--- src/rtl/registers_bank_mp.sv ---
// Multi-read-port register bank with write bypass and a debug dump streamer.
// Define REGFILE_ZERO_REG_EN to hardwire register 0 to zero.
module registers_bank_mp #(
  parameter int unsigned NB_DATA    = 32,
  parameter int unsigned NB_ADDR    = 5,
  parameter int unsigned BANK_DEPTH = 32,
  parameter int unsigned NUM_RD     = 2
) (
  input  logic                       i_clock,
  input  logic                       i_reset,
  input  logic                       i_enable,
  input  logic                       i_reg_write,
  input  logic [NB_ADDR-1:0]         i_write_addr,
  input  logic [NB_DATA-1:0]         i_write_data,
  input  logic [NUM_RD*NB_ADDR-1:0]  i_read_addr,
  output logic [NUM_RD*NB_DATA-1:0]  o_read_data,
  input  logic                       i_dump_start,
  input  logic                       i_dump_ready,
  output logic                       o_dump_valid,
  output logic [NB_ADDR-1:0]         o_dump_addr,
  output logic [NB_DATA-1:0]         o_dump_data,
  output logic                       o_dump_busy,
  output logic                       o_dump_done
);

  typedef enum logic [1:0] {IDLE, DUMP, DONE} state_t;

  localparam logic [NB_ADDR-1:0] LAST_ADDR = NB_ADDR'(BANK_DEPTH - 1);

  state_t             state;
  logic [NB_DATA-1:0] bank [BANK_DEPTH];
  logic               wr_en_c;

  function automatic logic in_range(input logic [NB_ADDR-1:0] a);
    return 32'(a) < BANK_DEPTH;
  endfunction

  // Current-cycle view of a register, including a same-edge write
  function automatic logic [NB_DATA-1:0] read_word(input logic [NB_ADDR-1:0] a);
    logic [NB_DATA-1:0] w;
    if (!in_range(a))
      w = '0;
    else if (wr_en_c && (i_write_addr == a))
      w = i_write_data;
    else
      w = bank[a];
`ifdef REGFILE_ZERO_REG_EN
    if (a == '0)
      w = '0;
`endif
    return w;
  endfunction

  always_comb begin
    wr_en_c = i_enable & i_reg_write & in_range(i_write_addr);
`ifdef REGFILE_ZERO_REG_EN
    wr_en_c = wr_en_c & (i_write_addr != '0);
`endif
  end

  always_ff @(posedge i_clock) begin
    if (i_reset) begin
      for (int unsigned i = 0; i < BANK_DEPTH; i++)
        bank[i] <= '0;
    end else if (wr_en_c) begin
      bank[i_write_addr] <= i_write_data;
    end
  end

  // Read ports update only while the pipeline is enabled
  always_ff @(posedge i_clock) begin
    if (i_reset) begin
      o_read_data <= '0;
    end else if (i_enable) begin
      for (int unsigned k = 0; k < NUM_RD; k++)
        o_read_data[k*NB_DATA +: NB_DATA] <= read_word(i_read_addr[k*NB_ADDR +: NB_ADDR]);
    end
  end

  // Dump streamer; the next word is fetched on the same edge as a transfer
  always_ff @(posedge i_clock) begin
    if (i_reset) begin
      state        <= IDLE;
      o_dump_valid <= 1'b0;
      o_dump_addr  <= '0;
      o_dump_data  <= '0;
      o_dump_busy  <= 1'b0;
      o_dump_done  <= 1'b0;
    end else begin
      o_dump_done <= 1'b0;
      case (state)
        IDLE: begin
          if (i_dump_start) begin
            state        <= DUMP;
            o_dump_busy  <= 1'b1;
            o_dump_valid <= 1'b1;
            o_dump_addr  <= '0;
            o_dump_data  <= read_word('0);
          end
        end
        DUMP: begin
          if (o_dump_valid && i_dump_ready) begin
            if (o_dump_addr != LAST_ADDR) begin
              o_dump_addr <= o_dump_addr + NB_ADDR'(1);
              o_dump_data <= read_word(o_dump_addr + NB_ADDR'(1));
            end else begin
              state        <= DONE;
              o_dump_valid <= 1'b0;
              o_dump_done  <= 1'b1;
            end
          end
        end
        DONE: begin
          state       <= IDLE;
          o_dump_busy <= 1'b0;
        end
        default: begin
          state        <= IDLE;
          o_dump_valid <= 1'b0;
          o_dump_busy  <= 1'b0;
        end
      endcase
    end
  end

endmodule

--- config.mk ---
export PLATFORM = sky130hd
export DESIGN_NAME = registers_bank_mp
export DESIGN_NICKNAME = d
export VERILOG_FILES = /design/src/rtl/registers_bank_mp.sv
export SDC_FILE = /design/constraint.sdc
export NUM_CORES = 2
export LEC_CHECK = 0
export CAP_MARGIN = 20
export CELL_PAD_IN_SITES_DETAIL_PLACEMENT = 1
export CELL_PAD_IN_SITES_GLOBAL_PLACEMENT = 1
export CORE_MARGIN = 2
export CORE_UTILIZATION = 40
export DETAILED_ROUTE_END_ITERATION = 8
export PLACE_DENSITY_LB_ADDON = 0.1
export SYNTH_ARGS = -nofsm -noshare
export SYNTH_HDL_FRONTEND = slang
export SYNTH_SLANG_ARGS = --single-unit
--- constraint.sdc ---
create_clock -name i_clock -period 5.55 [get_ports i_clock]
set_input_delay 0.555 -clock i_clock [delete_from_list [all_inputs] [get_ports i_clock]]
set_output_delay 0.555 -clock i_clock [all_outputs]
set_load 0.01 [all_outputs]
## Yosys cells after proc, flatten, opt, wreduce, memory -nomap -nowiden

Memories as Yosys holds them, arrays and structs flattened. A register that Yosys moved wholly into a read port is not among the register bits.
Cells that the tools add are included.

| storage, ports and cells | value |
|---|---|
| register bits after elaboration | 42 |
| RAM bits | 1024 |
| input bits | 53 |
| memories | 1 |

| cells by class | value |
|---|---|
| add/sub/neg operators | 1 |
| equal/unequal tests | 8 |
| muxes and demuxes | 28 |
| bitwise logic cells | 4 |
| reduce and logical (&&, ||, !) cells | 12 |

Memory list:

| name | depth | bits a word | read ports | clocked after Yosys merged registers in | wr ports | line | source |
|---|---|---|---|---|---|---|---|
| bank | 32 | 32 | 4 | 2 | 32 | 31 | `logic [NB_DATA-1:0] bank [BANK_DEPTH];` |

Operators with widths:

| cell | number |
|---|---|
| $mux W32 | 6 |
| $pmux W32 S2 | 1 |
| $reduce_or A32 Y1 | 1 |
| $mux W5 | 4 |
| $mux W1 | 10 |
| $pmux W5 S2 | 1 |
| $ne A2 B2 Y1 const B | 4 |
| $reduce_and A4 Y1 | 2 |
| $mux W2 | 3 |
| $add A5 B1 Y5 const B | 1 |
| $eq A5 B5 Y1 | 1 |
| $logic_not A5 Y1 | 1 |
| $ne A5 B5 Y1 const B | 1 |
| $pmux W2 S2 | 1 |
| $logic_and A1 B1 Y1 | 3 |
| $not A1 Y1 | 3 |
| $pmux W1 S3 | 1 |
| $reduce_and A3 Y1 | 1 |
| $reduce_or A3 Y1 | 1 |
| $eq A2 B1 Y1 const B | 1 |
| $eq A2 B2 Y1 const B | 1 |
| $logic_not A2 Y1 | 1 |
| $pmux W1 S2 | 1 |
| $reduce_and A2 Y1 | 1 |
| other kinds (2) | 2 |

## Longest topological paths before layout

| logic depth | value |
|---|---|
| depth after elaboration | 7 |
| depth in mapped cells | 10 |
| gate-level depth less buffers | 8 |

## Least setup slack after synthesis

Ideal clock, no wire load.

| timing | value |
|---|---|
| path kind | input to register |
| start point | input i_reset |
| end point | memory bank[20][0], enable pin |
| arrival time | 4.044 ns |
| required time | 5.084 ns |
| setup slack | 1.040 ns |
| stages on the path | 7 |
| buffers on the path | 4 |
| path through | buf_2 > nand3b_4 > or3_1 > clkbuf_1 > clkbuf_1 > clkbuf_1 > o21ai_0 |

RTL lines:

| what | line | source |
|---|---|---|
| start, declared | 10 | `input logic i_reset,` |
| end, declared | 31 |  |

## Worst setup path in the final report

| timing | value |
|---|---|
| start point | register o_dump_addr[0] |
| end point | register o_dump_data[29] |

| on the way | value |
|---|---|
| word-level cells in the longest chain between the ends | 7 |

RTL lines:

| what | line | source |
|---|---|---|
| start, declared | 20 | `output logic [NB_ADDR-1:0] o_dump_addr,` |
| start signal, assigned | 104 | `o_dump_addr <= o_dump_addr + NB_ADDR'(1);` |
| parallel branches: the longest is 7 deep, another holds $mem_v2 Z32 W32 | - |  |
| end signal, assigned | 98 | `o_dump_data <= read_word('0);` |
| end signal, assigned | 105 | `o_dump_data <= read_word(o_dump_addr + NB_ADDR'(1));` |
| end, declared | 21 | `output logic [NB_DATA-1:0] o_dump_data,` |

Several ways; the timed one is not identified. The select of a mux whose other input is x is not followed.
A chain may end at the register's enable or synchronous reset.

==> flow_metrics.env <==
export IMPL_routed_wirelength_um=309200
export IMPL_ctsResizeCount=0
export IMPL_cpPeakStageDelay_ps=760
export IMPL_dp_hpwl_um=196000
export IMPL_cp_data_arrival_time_ps=4350
export IMPL_r2r_start="o_dump_addr[0]"
export IMPL_grt_antenna_before_repair=14
export IMPL_regArea_sq_um=32880
export IMPL_cts_root_buffer="clkbuf_16"
export IMPL_gp_congestion=0.8709
export IMPL_grt_pass1_wl_um=424500
export IMPL_finalWorstPathRequiredPeriod_ps=3680
export IMPL_fin_crit_sh_pct=66.31
export IMPL_r2r_end="o_dump_data[29]"
export IMPL_antenna_left=0
export IMPL_grt_overflow_total=0
export IMPL_yosysUniqueCellTypes=60
export IMPL_clock_latency_ps=800
export IMPL_crit_slowest_cell="xor2_4"
export IMPL_fp_coreArea_sq_um=169500
export IMPL_wl_met1_um=121700
export IMPL_synthFlopType="edfxtp_1"
export IMPL_vias_per_cell=6.990
export IMPL_start_util_pct=40.25
export IMPL_grt_max_degree=89
export IMPL_synthCells=4864
export IMPL_grt_pass1_vias=50000
export IMPL_cp_end_kind="flip-flop"
export IMPL_fin_ws_ps=1870
export IMPL_synth_fp_nets=4919
export IMPL_final_setup_viol_count=0
export IMPL_drv_slew=0
export IMPL_crit_path_end="o_dump_data[29]"
export IMPL_crit_type="reg -> reg"
export IMPL_synth_area_sq_um=68210
export IMPL_yosysTopAreaCellShare_pct=45.08
export IMPL_synth_area_top_cells="edfxtp_1 45%, mux4_2 26%, and2_1 7.1%, mux2i_1 4.8%, dfxtp_1 3.1%"
export IMPL_holdWs_ps=281.0
export IMPL_tns_ps=0
export IMPL_drcViolationCount=0
export IMPL_fillers=16540
export IMPL_synth_top_cells_by_count="1024 x edfxtp_1, 776 x and2_1, 775 x mux4_2"
export IMPL_crit_fanout=84
export IMPL_dieArea_sq_um=173800
export IMPL_dr_total_vias=50030
export IMPL_hold_class="in -> reg"
export IMPL_crit_path_frequent_cell="nand4_1"
export IMPL_pwr_density_cell_nw_per_um2=294.0
export IMPL_ys_async_sr_fraction_pct=0
export IMPL_critPathLaunchType="flip-flop"
export IMPL_required_ps=6220
export IMPL_io_pins=157
export IMPL_ff2ff_path_depth=7
export IMPL_synth_most_common_cell="edfxtp_1"
export IMPL_cts_tree="built"
export IMPL_status="completed"
export IMPL_slew_headroom_pct=18.08
export IMPL_synth_top_area_cell="edfxtp_1"
export IMPL_port_buffers=156
export IMPL_ys_seq_area_share_pct=48.19
export IMPL_multi_input_area_sq_um=33490
export IMPL_p_leak_nw=25.10
export IMPL_rrSetupSlack_ps=1870
export IMPL_rows=151
export IMPL_gr_usage_all_layers_pct=35.36
export IMPL_peakVddDrop_uv=254.1
export IMPL_synth_edf_count=1024
export IMPL_die_h_um=416.9
export IMPL_hold_depth=2
export IMPL_cp_cell_sequence="buf_12 -> nand3_1 -> xor2_4 -> buf_4 -> nand4_1 -> nand4_1 -> o21ai_0"
export IMPL_area_growth_syn_to_layout_pct=13.67
export IMPL_cap_violations=0
export IMPL_post_cts_buffers=0
export IMPL_first_iter_violations=6705
export IMPL_final_net_count=4869
export IMPL_clock_path_buffers=3
export IMPL_fmax_mhz=271.7
export IMPL_first_pass_iters=6
export IMPL_clock_skew_ps=26.10
export IMPL_startpoint="o_dump_addr[0]"
export IMPL_path_clk_slew_ps=60
export IMPL_cts_sinks=1130
export IMPL_postCtsHoldBufs=0
export IMPL_numCtsBuffers=140
export IMPL_grt_setup_unrepaired="false"
export IMPL_wl_met3_um=30500
export IMPL_synth_area_per_cell_sq_um=14.02
export IMPL_yosys_warnings=0
export IMPL_wl_per_cell_um=43.21
export IMPL_drive_above_1_share_pct=26.55
export IMPL_top_layer_used="met5"
export IMPL_post_place_ws_ps=1312
export IMPL_synth_seq_cells=1130
export IMPL_cts_htree_levels=4
export IMPL_tightest_slew_ps=1229
export IMPL_route_met2_wl_um=142100
export IMPL_die_x_um=416.9
export IMPL_hold_viol=0
cell families (layout without fill, tap and decap cells):
kind of cell    after synthesis  after routing  synth area share (%)
simple gates               1617           1617                 13.01
flops                      1130           1130                 48.19
mux                        1104           1104                 30.42
buf+inv                     587            653                 3.916
compound gates              405            405                 4.162
xor+xnor                     19             19                0.2641
fa+ha+maj                     2              2               0.03668
other cells                   0              9                     0
worst min-delay path by stage:
| stage | from | to | slack, ps |
|---|---|---|---|
| 3_5_place_dp | o_read_data[24] | o_read_data[24] | 480 |
| 3_3_place_gp | o_read_data[59] | o_read_data[59] | 480 |
| 2_1_floorplan | o_read_data[14] | o_read_data[14] | 500 |
| 6_report | i_reset | o_dump_data[7] | 280 |
| 4_1_cts | i_reset | o_dump_data[7] | 280 |
| 5_1_grt | i_reset | o_dump_data[7] | 310 |
power by group:
| group | internal (mW) | switching, mW |
|---|---|---|
| Sequential | 9.76 | 0.430 |
| Clock | 5.41 | 3.86 |
| Combinational | 1.36 | 1.97 |
critical path: cells and delay by family, from the launching register on:
kind / cells / cell delay (ps)
AO/OA/AOI/OAI: 1 / 130
flip-flops: 1 / 370
buffers and inverters: 2 / 1080
XOR/XNOR: 1 / 760
AND/OR/NAND/NOR: 3 / 1150
layout by cell type (no fill, tap or decap), types with 12 or more instances in the layout:
master           count
buf_12              39
a22oi_1             54
and2_1             776
o22ai_1             30
nand4_1             89
a311oi_1            12
dfxtp_1            105
nor3_1             267
o211ai_1            33
clkbuf_16          148
and3_1              15
nor2_1              95
clkinv_2            18
a2111oi_0           18
o32ai_1             13
buf_4              182
nand2_1            223
nor4_1              16
mux2i_1            328
o2111ai_1           12
clkinv_1            24
clkdlybuf4s50_1    137
mux4_2             775
nand3_1             52
nor2b_1             12
a21oi_1             46
a221oi_1            22
o21ai_0             50
nor2_4              33
clkbuf_1            47
o31ai_1             25
o22a_1              19
edfxtp_1          1024
o21ai_4             32
per-layer routing:
layer / GRT usage [%] / vias up
met5: 0 / -
met4: 15.11 / 6
met3: 7.388 / 621
met2: 55.35 / 3121
met1: 47.83 / 27070
li1: - / 19210
cell type report:
cell class                 instances  area share, %
antenna                            9        0.02905
sequential                      1130          42.40
tap                             2218          3.579
inverter                          16        0.08069
multi-input combinational       3147          43.19
clock inverter                    58         0.7133
timing repair buffer             379          4.912
clock buffer                     200          5.093
per-stage QoR:
stage | utilization (%) | cells | instance area, sq um | total power [mW]
3_3_place_gp | 42.97 | 6882 | 72820 | 13.56
4_1_cts | 45.71 | 7146 | 77470 | 22.78
5_1_grt | 45.74 | 7153 | 77520 | 23.26
6_report | 45.75 | 7157 | 77530 | 22.79
2_1_floorplan | - | 4864 | 68210 | 12.08
3_5_place_dp | 43.06 | 6888 | 72970 | 13.63
state kept, by name, summed over array words and instances, names as in the netlist:
register / count
bank: 1024
o_dump_addr: 5
o_dump_busy: 1
o_dump_data: 32
o_dump_done: 1
o_dump_valid: 1
o_read_data: 64
state: 2
(Power assumes the default switching activity.)
